<file path="src/rtl/arb_pkg.sv">
// Shared types, constants and helpers for the 8-way round-robin arbiter.
package arb_pkg;

  localparam int NREQ_C = 8;
  localparam int IDXW   = 3;

  typedef enum logic {
    ARB_IDLE  = 1'b0,
    ARB_OWNED = 1'b1
  } arb_state_t;

  // Next index in round-robin order, wrapping 7 -> 0.
  function automatic logic [IDXW-1:0] rot_next(input logic [IDXW-1:0] idx);
    return idx + 1'b1;
  endfunction

endpackage

</file>
<file path="src/rtl/rr_pick.sv">
// Combinational round-robin pick: the first set bit of cand, searching
// upward from ptr and wrapping, is returned as a one-hot vector and an index.
module rr_pick
  import arb_pkg::*;
(
  input  logic [NREQ_C-1:0] cand,
  input  logic [IDXW-1:0]   ptr,
  output logic [NREQ_C-1:0] pick_oh,
  output logic [IDXW-1:0]   pick_idx,
  output logic              any
);

  logic [NREQ_C-1:0] rot;
  logic [IDXW-1:0]   off;

  // Rotate so that bit 0 of rot is requester ptr, then find the lowest set bit.
  always_comb begin
    rot = NREQ_C'({cand, cand} >> ptr);
    off = '0;
    for (int i = NREQ_C - 1; i >= 0; i--) begin
      if (rot[i]) begin
        off = i[IDXW-1:0];
      end
    end
    any      = |cand;
    pick_idx = ptr + off;
    pick_oh  = '0;
    if (any) begin
      pick_oh[pick_idx] = 1'b1;
    end
  end

endmodule

</file>
<file path="src/rtl/rr_arbiter8.sv">
// Round-robin arbiter for 8 requesters with grant locking and a bounded
// hold time. All outputs are registered; gnt is one-hot or zero.
module rr_arbiter8
  import arb_pkg::*;
#(
  parameter int NREQ     = 8,
  parameter int MAX_HOLD = 16,
  parameter int HCW      = 5
) (
  input  logic            clk,
  input  logic            rst_n,
  input  logic [NREQ-1:0] req,
  output logic [NREQ-1:0] gnt,
  output logic            gnt_valid,
  output logic            preempt
);

  arb_state_t        state_reg, state_next;
  logic [IDXW-1:0]   ptr_reg, ptr_next;
  logic [IDXW-1:0]   owner_reg, owner_next;
  logic [HCW-1:0]    cnt_reg, cnt_next;
  logic [NREQ-1:0]   gnt_reg, gnt_next;
  logic              valid_reg;
  logic              preempt_reg, preempt_next;

  logic [NREQ-1:0]   cand;
  logic [NREQ-1:0]   pick_oh;
  logic [IDXW-1:0]   pick_idx;
  logic              pick_any;
  logic              owner_req;
  logic              hold_hit;

  // Candidates: everything when idle, everyone but the owner when owned.
  always_comb begin
    cand = (state_reg == ARB_IDLE) ? req : (req & ~gnt_reg);
  end

  rr_pick u_pick (
    .cand     (cand),
    .ptr      (ptr_reg),
    .pick_oh  (pick_oh),
    .pick_idx (pick_idx),
    .any      (pick_any)
  );

  assign owner_req = req[owner_reg];
  assign hold_hit  = (MAX_HOLD != 0) && (cnt_reg == HCW'(MAX_HOLD - 1));

  // Next-state: grant, hold, release/handover, preemption on hold expiry.
  always_comb begin
    state_next   = state_reg;
    ptr_next     = ptr_reg;
    owner_next   = owner_reg;
    cnt_next     = cnt_reg;
    gnt_next     = gnt_reg;
    preempt_next = 1'b0;

    case (state_reg)
      ARB_IDLE: begin
        if (pick_any) begin
          state_next = ARB_OWNED;
          gnt_next   = pick_oh;
          owner_next = pick_idx;
          ptr_next   = rot_next(pick_idx);
          cnt_next   = '0;
        end
      end
      ARB_OWNED: begin
        if (!owner_req) begin
          // Release takes precedence over hold expiry; hand over with no bubble.
          if (pick_any) begin
            gnt_next   = pick_oh;
            owner_next = pick_idx;
            ptr_next   = rot_next(pick_idx);
            cnt_next   = '0;
          end else begin
            state_next = ARB_IDLE;
            gnt_next   = '0;
            cnt_next   = '0;
          end
        end else if (hold_hit) begin
          // Hold expired: preempt only if someone else is waiting, else saturate.
          if (pick_any) begin
            gnt_next     = pick_oh;
            owner_next   = pick_idx;
            ptr_next     = rot_next(pick_idx);
            cnt_next     = '0;
            preempt_next = 1'b1;
          end
        end else if (cnt_reg != '1) begin
          cnt_next = cnt_reg + 1'b1;
        end
      end
      default: begin
        state_next = ARB_IDLE;
        gnt_next   = '0;
      end
    endcase
  end

  // State and output registers with asynchronous active-low reset.
  always_ff @(posedge clk or negedge rst_n) begin
    if (!rst_n) begin
      state_reg   <= ARB_IDLE;
      ptr_reg     <= '0;
      owner_reg   <= '0;
      cnt_reg     <= '0;
      gnt_reg     <= '0;
      valid_reg   <= 1'b0;
      preempt_reg <= 1'b0;
    end else begin
      state_reg   <= state_next;
      ptr_reg     <= ptr_next;
      owner_reg   <= owner_next;
      cnt_reg     <= cnt_next;
      gnt_reg     <= gnt_next;
      valid_reg   <= |gnt_next;
      preempt_reg <= preempt_next;
    end
  end

  assign gnt       = gnt_reg;
  assign gnt_valid = valid_reg;
  assign preempt   = preempt_reg;

endmodule
</file>
<file path="config.mk">
export PLATFORM = sky130hd
export DESIGN_NAME = rr_arbiter8
export DESIGN_NICKNAME = d
export VERILOG_FILES = /design/src/rtl/arb_pkg.sv /design/src/rtl/rr_pick.sv /design/src/rtl/rr_arbiter8.sv
export SDC_FILE = /design/constraint.sdc
export NUM_CORES = 1
export LEC_CHECK = 0
export ABC_AREA = 1
export CELL_PAD_IN_SITES_DETAIL_PLACEMENT = 1
export CELL_PAD_IN_SITES_GLOBAL_PLACEMENT = 2
export CORE_UTILIZATION = 33
export CTS_CLUSTER_DIAMETER = 30
export DETAILED_ROUTE_END_ITERATION = 10
export HOLD_SLACK_MARGIN = 0.06
export PLACE_DENSITY = 0.88
export SLEW_MARGIN = 20
export SYNTH_ARGS = -nofsm -noshare
export SYNTH_HDL_FRONTEND = slang
export SYNTH_SLANG_ARGS = --single-unit
export TNS_END_PERCENT = 10
</file>
<file path="constraint.sdc">
create_clock -name clk -period 7.9 [get_ports clk]
set_input_delay 0.79 -clock clk [delete_from_list [all_inputs] [get_ports clk]]
set_output_delay 0.79 -clock clk [all_outputs]
set_load 0.005 [all_outputs]
</file>
# Word-level counts from Yosys, hierarchy flattened
# Index checks and enable logic that the tools add are counted.
# op_classes
n_eq_ne	4
n_reduce_logical	3
mux	37
n_bitwise	3
magnitude_cmp	3
n_addsub	3
n_shift	1
# ops
cell	count
two-way mux 3 bit	14
two-way mux 8 bit	5
two-way mux 5 bit	4
case mux 8 bit (2 select lines)	1
OR reduction 8 bit	2
right shift 16 x 3 -> 8 bit	1
case mux 3 bit (2 select lines)	2
case mux 5 bit (2 select lines)	1
AND 8 bit	1
< comparator 3 x 4 -> 1 bit (second input constant)	2
inverter 8 bit	1
two-way mux 1 bit	7
adder 5 x 1 -> 5 bit (second input constant)	1
== test 5 x 4 -> 1 bit (second input constant)	1
!= test 5 bit (second input constant)	1
!= test 4 x 2 -> 1 bit (second input constant)	1
adder 3 x 1 -> 3 bit (second input constant)	1
adder 3 bit	1
binary-select mux 1 bit (select 3 bit)	1
demux 1 bit (select 3 bit)	1
>= comparator 3 x 1 -> 1 bit (second input constant)	1
!= test 3 x 2 -> 1 bit (second input constant)	1
case mux 1 bit (2 select lines)	1
logical AND 1 bit	1
inverter 1 bit	1
# word_totals
input_bits	10
reg_bits	22
wordCells	61

# Longest topological paths before layout
# Gate-level depths: netlist (run 1).
# logic_depth
depth_word	22
ltp_mapped	22
depth_no_buf	21

# By module
# A second synthesis (run 1) with hierarchy kept.
# hier_totals
hier_cells	341
area_unflattened_um2	2200.9
# modules_own_cells
mod	n_inst	area_each_um2	seq_area_each_um2	cells_each
rr_arbiter8	1	1559.0	550.5	224
rr_pick	1	641.9	0.0	117

# Worst setup path after synthesis (run 1)
# No wires, ideal clock.
# synth_timing
path_type	input -> register
start	input port req[1]
end	register valid_reg (netlist: gnt_valid)
t_required_ns	7.781
path_stages	20
slack_ns	5.032
setup_time_ns	0.119
path_buffers	0
arrival_ns	2.749
cell_sequence	nand3_1 -> nand3_1 -> nand3_1 -> nand2_1 -> a31oi_1 -> o21ai_0 -> nand2_1 -> a21boi_0 -> ha_1 -> fa_1 -> xnor2_1 -> inv_1 -> nand2_2 -> nand2_2 -> nand3_1 -> nand2_2 -> inv_2 -> nand2_1 -> nor2_1 -> nand2_1
# synth_via
elab_chain_len	21
# synth_lines
element	line_no	source
from (decl)	rr_arbiter8.sv:12	input logic [NREQ-1:0] req,
AND 8 bit	rr_arbiter8.sv:35	cand = (state_reg == ARB_IDLE) ? req : (req & ~gnt_reg);
two-way mux 8 bit	rr_arbiter8.sv:35	
right shift 16 x 3 -> 8 bit	rr_pick.sv:18	rot = NREQ_C'({cand, cand} >> ptr);
two-way mux 3 bit (8 in series)	rr_pick.sv:21	if (rot[i]) begin
adder 3 bit	rr_pick.sv:26	pick_idx = ptr + off;
< comparator 3 x 4 -> 1 bit (implied by the code) or >= comparator 3 x 1 -> 1 bit (tied branches)	rr_pick.sv:29	pick_oh[pick_idx] = 1'b1;
logical AND 1 bit (implied by the code)	rr_pick.sv:29	
two-way mux 1 bit (implied by the code)	rr_pick.sv:29	
demux 1 bit (select 3 bit)	-	
two-way mux 8 bit	rr_arbiter8.sv:60, rr_arbiter8.sv:83	
two-way mux 8 bit	rr_arbiter8.sv:81	end else if (hold_hit) begin
two-way mux 8 bit	rr_arbiter8.sv:69	if (!owner_req) begin
case mux 8 bit (2 select lines) *	rr_arbiter8.sv:58	case (state_reg)
net gnt_next[4]	rr_arbiter8.sv:22	logic [NREQ-1:0] gnt_reg, gnt_next;
OR reduction 8 bit *	rr_arbiter8.sv:117	valid_reg <= |gnt_next;
to (signal assigned)	rr_arbiter8.sv:117	
to (decl)	rr_arbiter8.sv:23	logic valid_reg;
# Mark *: on every way through the listed nets, which the timed path passes. The rest lies on a longest branch. The select of a mux whose other input is x is not followed.
# A chain may end at the register's enable or synchronous reset.

# Worst setup path in the final report (run 1)
# layout_timing
start	input port req[3]
end	register valid_reg (netlist: gnt_valid)
# Same word-level chain as after synthesis.

==> results.toml, run 1 <==
[routing]
dr.first_iter.drc_count = 69
vias = 1770
route.detailed.wl_per_inst_um = 14.41
wl_mm = 5.015
drt-pass1-iter-count = 4
vias_per_cell = 5.086
drc = 0
ant_nets = 0

[pwr]
total_power_mw = 1.035
peakVddDrop_mv = 0.2330
p_leak_nw = 1.026
powerDensity_nw_per_um2 = 509.2

[clock_network]
cts_root_buffer = "clkbuf_8"
cts_buffers = 3
cts_setup_buffers = 0
ctsResizeCount = 0
cts_tree = "done"
cts.clk_slew.worst_paths_ns = 0.09
htreeDepth = 1
hold_buffers = 0
cts_sinks = 22
clkLatencyLatePin_ns = 0.27
cts.path.max_buffers = 2

[worst_setup_path]
max_stage_delay_ns = 0.48
crit_required_ns = 8.06
critPathKind = "primary input to flip-flop"
worstPathMaxFanout = 5
worst-r2r-setup-slack_ns = 4.50
endpoint_kind = "flip-flop"
critPathSlowestCell = "clkdlybuf4s50_1"
ff2ff_path_depth = 21
reg2reg_to = "gnt_valid"
cpMostUsedCell = "nand2_1"
crit_path_cell_trace = "clkdlybuf4s50_1, nand3_1, nand3_1, nand3_1, nand2_1, a31oi_1, o21ai_0, nand2_1, a21boi_0, ha_1, fa_1, xnor2_1, inv_1, nand2_2, nand2_2, nand3_1, nand2_1, inv_1, nand2_1, nor2_1, nand2_1"
start_kind = "primary input"
cp-startpoint = "req[3]"
crit_path_end = "gnt_valid"
r2r-start = "state_reg"
crit_arrival_ns = 3.68

[yosys]
async_flop_share_pct = 100.0
synth-seq-area-share_pct = 31.77
postSynthAreaPerCell_um2 = 6.691
syn_area_um2 = 1733
syn-instance-count = 259
synth_ff_type = "dfrtp_1"
synth_cell_type_count = 31
syn-num-nets = 273
synth_seq_cells = 22
yosysWarnings = 0
synth_edf_count = 0

[grt]
grt_pass1_vias = 1843
antenna_found_initial = 0
track_usage_pct = 20.67
grt_max_degree = 23
grt_pass1_wl_mm = 8.631
overflow = 0

[sta]
hold_viol_final = 0
layout_min_cycle_time_ns = 3.527
relSlewSlack_pct = 66.49
holdWs_ns = 0.4725
max_freq_mhz = 283.6
fin_skew_ns = 0.009824
drv_slew = 0
final.setup.tns_ns = 0
period_share_pct = 44.64
finalSetupViolCount = 0
worstMarginPinSlew_ns = 0.5027
grt_setup_unrepaired = "false"

[cells_and_area]
final_common_cell = "nand2_1"
syn_to_final_growth_pct = 17.33
fin_area_um2 = 2033
layout-drive-gt1-share_pct = 11.87
mostFrequentLayoutCells = "nand2_1, nand3_1, inv_1, dfrtp_1, nor2_1"
largest_reg_flops = 8
final_nets = 293
layoutNonFillerInstCount = 348
diodes = 0

[run]
cap_violations = 0

[die]
initial_core_util_pct = 34.15
row_count = 26
core_um2 = 5075
ios = 20
fp.dieW_um = 74.47
die_y_um = 74.47
dieArea_um2 = 5545

[run_status]
status = "finished, final reports clean"

[place]
placed_area_um2 = 1967
port-buffer-count = 19
gp_congestion = 0.8225
numPlacedInstances = 344
dp_hpwl_mm = 4.003

[min_path]
min_path_type = "primary input to asynchronous set/reset pin"
cell usage after synthesis, types with 2 or more instances:
cell,count,area (µm²)
nand3_1,55,275.3
a21oi_1,2,10.01
dfrtp_1,22,550.5
o21ai_0,17,85.08
nor2_2,2,12.51
nor3_1,2,10.01
nand2_2,16,100.1
clkinv_1,3,11.26
nor2_1,19,71.32
inv_2,6,22.52
nand2_1,62,232.7
a22o_1,3,26.28
ha_1,3,37.54
buf_6,2,22.52
xnor2_1,2,17.52
a31oi_1,3,18.77
inv_1,26,97.59
per-stage QoR:
step,setup WS (ns),util [%]
after global routing,4.094,40.06
final,4.373,40.06
after CTS,4.344,40.16
after global placement,4.141,38.76
after detailed placement,4.058,38.76
after floorplan,5.032,-
how the worst min path moves through the flow:
| stage | start | endpoint | slack, ns |
|---|---|---|---|
| 6_report | rst_n | cnt_reg[2] | 0.47 |
| 2_1_floorplan | rst_n | cnt_reg[0] | 0.49 |
| 4_1_cts | cnt_reg[4] | cnt_reg[4] | 0.56 |
| 5_1_grt | rst_n | cnt_reg[2] | 0.52 |
| 3_5_place_dp | cnt_reg[4] | cnt_reg[4] | 0.54 |
| 3_3_place_gp | cnt_reg[4] | cnt_reg[4] | 0.54 |
metal layers:
| layer | share of wire [%] | track usage (%) | wire, µm | up-vias |
|---|---|---|---|---|
| li1 | - | - | - | 892 |
| met3 | 4.1 | 2.168 | 206 | 7 |
| met4 | 1.2 | 5.031 | 62 | 0 |
| met5 | 0 | 0 | 0 | - |
| met2 | 47 | 36.24 | 2362 | 38 |
| met1 | 48 | 27.23 | 2384 | 833 |
worst max-delay path: cells and delay by family:
| kind | cells | cell delay (ns) |
|---|---|---|
| AOI/OAI and AO/OA | 3 | 0.30 |
| buffers and inverters | 3 | 0.62 |
| and+or+nand+nor | 12 | 1.15 |
| xor gates and xnor gates | 1 | 0.23 |
| adders and majority gates | 2 | 0.59 |
layout make-up:
cell class | count | area (µm²)
Sequential cell | 22 | 550.5
Fill cell | 677 | 3042
Clock buffer | 3 | 41.29
Tap cell | 70 | 87.58
Inverter | 35 | 131.4
Multi-Input combinational cell | 198 | 1007
Timing Repair Buffer | 19 | 185.2
Clock inverter | 1 | 30.03
report_power, final:
group | total (mW) | switching [mW] | internal, mW
Clock | 0.108 | 0.0399 | 0.0678
Combinational | 0.723 | 0.467 | 0.256
Sequential | 0.205 | 0.0502 | 0.155
Total | 1.04 | 0.557 | 0.478
cells by family after synthesis:
| group | after synthesis | share of synthesized area [%] |
|---|---|---|
| buffers and inverters | 39 | 10.11 |
| AO/OA/AOI/OAI | 32 | 11.26 |
| flip-flops | 22 | 31.77 |
| AND/OR/NAND/NOR | 160 | 42.53 |
| adder cells (fa/ha/maj) | 4 | 3.322 |
| XOR/XNOR | 2 | 1.011 |
Power figures use the tool's default switching activity.
==> inputs of run 2 (changes only) <==
CORE_UTILIZATION = 28   (was 33)
PLACE_DENSITY = 0.8   (was 0.88)
clock period = 3.2 ns   (was 7.9 ns; I/O delays follow)
==> results.toml, run 2 (synthesis results as in run 1) <==
[sta]
worstMarginPinSlew_ns = 0.5021
finalSetupViolCount = 0
holdWs_ns = 0.5535
relSlewSlack_pct = 66.53
fin_ws_ns = 0.2364
period_share_pct = 92.61
fin_skew_ns = 0.001295
drv_slew = 0
hold_viol_final = 0
max_freq_mhz = 337.4
layout_min_cycle_time_ns = 2.964

[worst_setup_path]
critPathKind = "flip-flop to flip-flop"
start_kind = "flip-flop"
worstPathMaxFanout = 6
crit_required_ns = 3.35
ff2ff_path_depth = 20
crit_arrival_ns = 3.12
endpoint_kind = "flip-flop"

[clock_network]
htreeDepth = 1
cts.path.max_buffers = 2
cts_root_buffer = "clkbuf_8"
cts_tree = "done"
clkLatencyLatePin_ns = 0.26
cts_buffers = 3
cts.clk_slew.worst_paths_ns = 0.08
cts_sinks = 22

[min_path]
min_path_type = "primary input to asynchronous set/reset pin"

[pwr]
peakVddDrop_mv = 0.5734
p_leak_nw = 1.145
powerDensity_nw_per_um2 = 1271

[die]
dieArea_um2 = 6508
fp.dieW_um = 80.67
row_count = 28
ios = 20
die_y_um = 80.67
core_um2 = 5956
initial_core_util_pct = 29.10

[routing]
vias = 1830
wl_mm = 5.339
route.detailed.wl_per_inst_um = 14.31
dr.first_iter.drc_count = 48
drt-pass1-iter-count = 4
ant_nets = 0
vias_per_cell = 4.906
drc = 0

[grt]
track_usage_pct = 17.53
overflow = 0
antenna_found_initial = 0
grt_pass1_vias = 1949
grt_pass1_wl_mm = 8.873
grt_max_degree = 23

[cells_and_area]
layout-drive-gt1-share_pct = 23.15
final_common_cell = "nand2_1"
nFillCells = 777
syn_to_final_growth_pct = 31.19
largest_reg_flops = 8
diodes = 0
seqCellArea_um2 = 553.0
multi_input_area_um2 = 1082
final_nets = 313
mostFrequentLayoutCells = "nand2_1, nand3_1, inv_1, dfrtp_1, nor2_1"

[place]
place_ws_ns = -0.08947
port-buffer-count = 19
gp_congestion = 0.7575
dp_hpwl_mm = 4.297

[run_status]
status = "finished, final reports clean"

[run]
cap_violations = 0
==> run 2: changes by cell type in the layout (fill, tap and decap cells not counted), moves of 2 or more <==
cell,delta
nand3_1,-12
nand3_2,+12
buf_4,+18
dfrtp_2,+2
dfrtp_1,-2
==> run 2: what timing repair did <==
action / CTS / global route
setup endpoints to repair: 0 / 6
setup buffers: 0 / 1
hold buffers: 0 / 1
resized for setup: 0 / 21
hold endpoints to repair: 0 / 22
==> run 2: per-stage QoR <==
| stage | total power, mW | setup TNS [ns] | util [%] | area, µm² | cells |
|---|---|---|---|---|---|
| after floorplan | 1.857 | 0 | - | 1733 | 259 |
| after global placement | 2.489 | -0.01892 | 35.40 | 2108 | 367 |
| after detailed placement | 2.522 | -0.08947 | 35.40 | 2108 | 367 |
| after CTS | 2.805 | 0 | 36.60 | 2180 | 371 |
| after global routing | 3.208 | -0.02708 | 38.17 | 2273 | 373 |
| final | 2.889 | 0 | 38.17 | 2273 | 373 |
==> run 2: cell type report <==
type	count	share of cell area, %
tap	75	4.128
inverter	35	5.779
clock buffer	3	1.816
timing repair buffer	39	15.02
sequential	22	24.33
clock inverter	1	1.321
multi-input combinational	198	47.61
==> run 2: per-layer routing <==
layer / GRT usage (%) / share of wire (%) / vias to the layer above
met5: 0 / 0 / -
met2: 33.47 / 50 / 17
met3: 1.591 / 1.7 / 2
met1: 21.30 / 48 / 882
li1: - / - / 929
met4: 2.679 / 0.30 / 0
==> run 2: path summary, 6_finish.rpt <==
path | start | endpoint | slack [ns]
setup / recovery | state_reg | gnt_valid | 0.24
hold / removal | rst_n | cnt_reg[1] | 0.55
setup reg to reg | state_reg | gnt_valid | 0.24
hold reg to reg | owner_reg[1] | owner_reg[1] | 0.58
max in group asynchronous | rst_n | state_reg | 2.28
min in group clk | owner_reg[1] | owner_reg[1] | 0.58
==> run 2: power by group <==
part           internal [mW]  leakage (nW)  switching, mW
sequential             0.384         0.280         0.0842
combinational          0.845         0.830           1.32
clock                  0.167        0.0357         0.0920
total                   1.40          1.15           1.49
==> run 2: critical path, stage by stage (launching register included) <==
cell      delay [ns]
dfrtp_2         0.43
buf_6           0.13
nand2_2         0.09
nand3_2         0.09
nand3_1         0.11
nand3_1         0.11
nand2_1         0.09
a31oi_1         0.17
o21ai_1         0.07
nand2_1         0.06
a21boi_1        0.06
ha_1            0.20
fa_2            0.36
xnor2_2         0.20
nand3_2         0.14
nand3_1         0.13
nor2_1          0.06
nor2_2          0.10
nand2_1         0.06
nor2_1          0.13
nand2_1         0.07
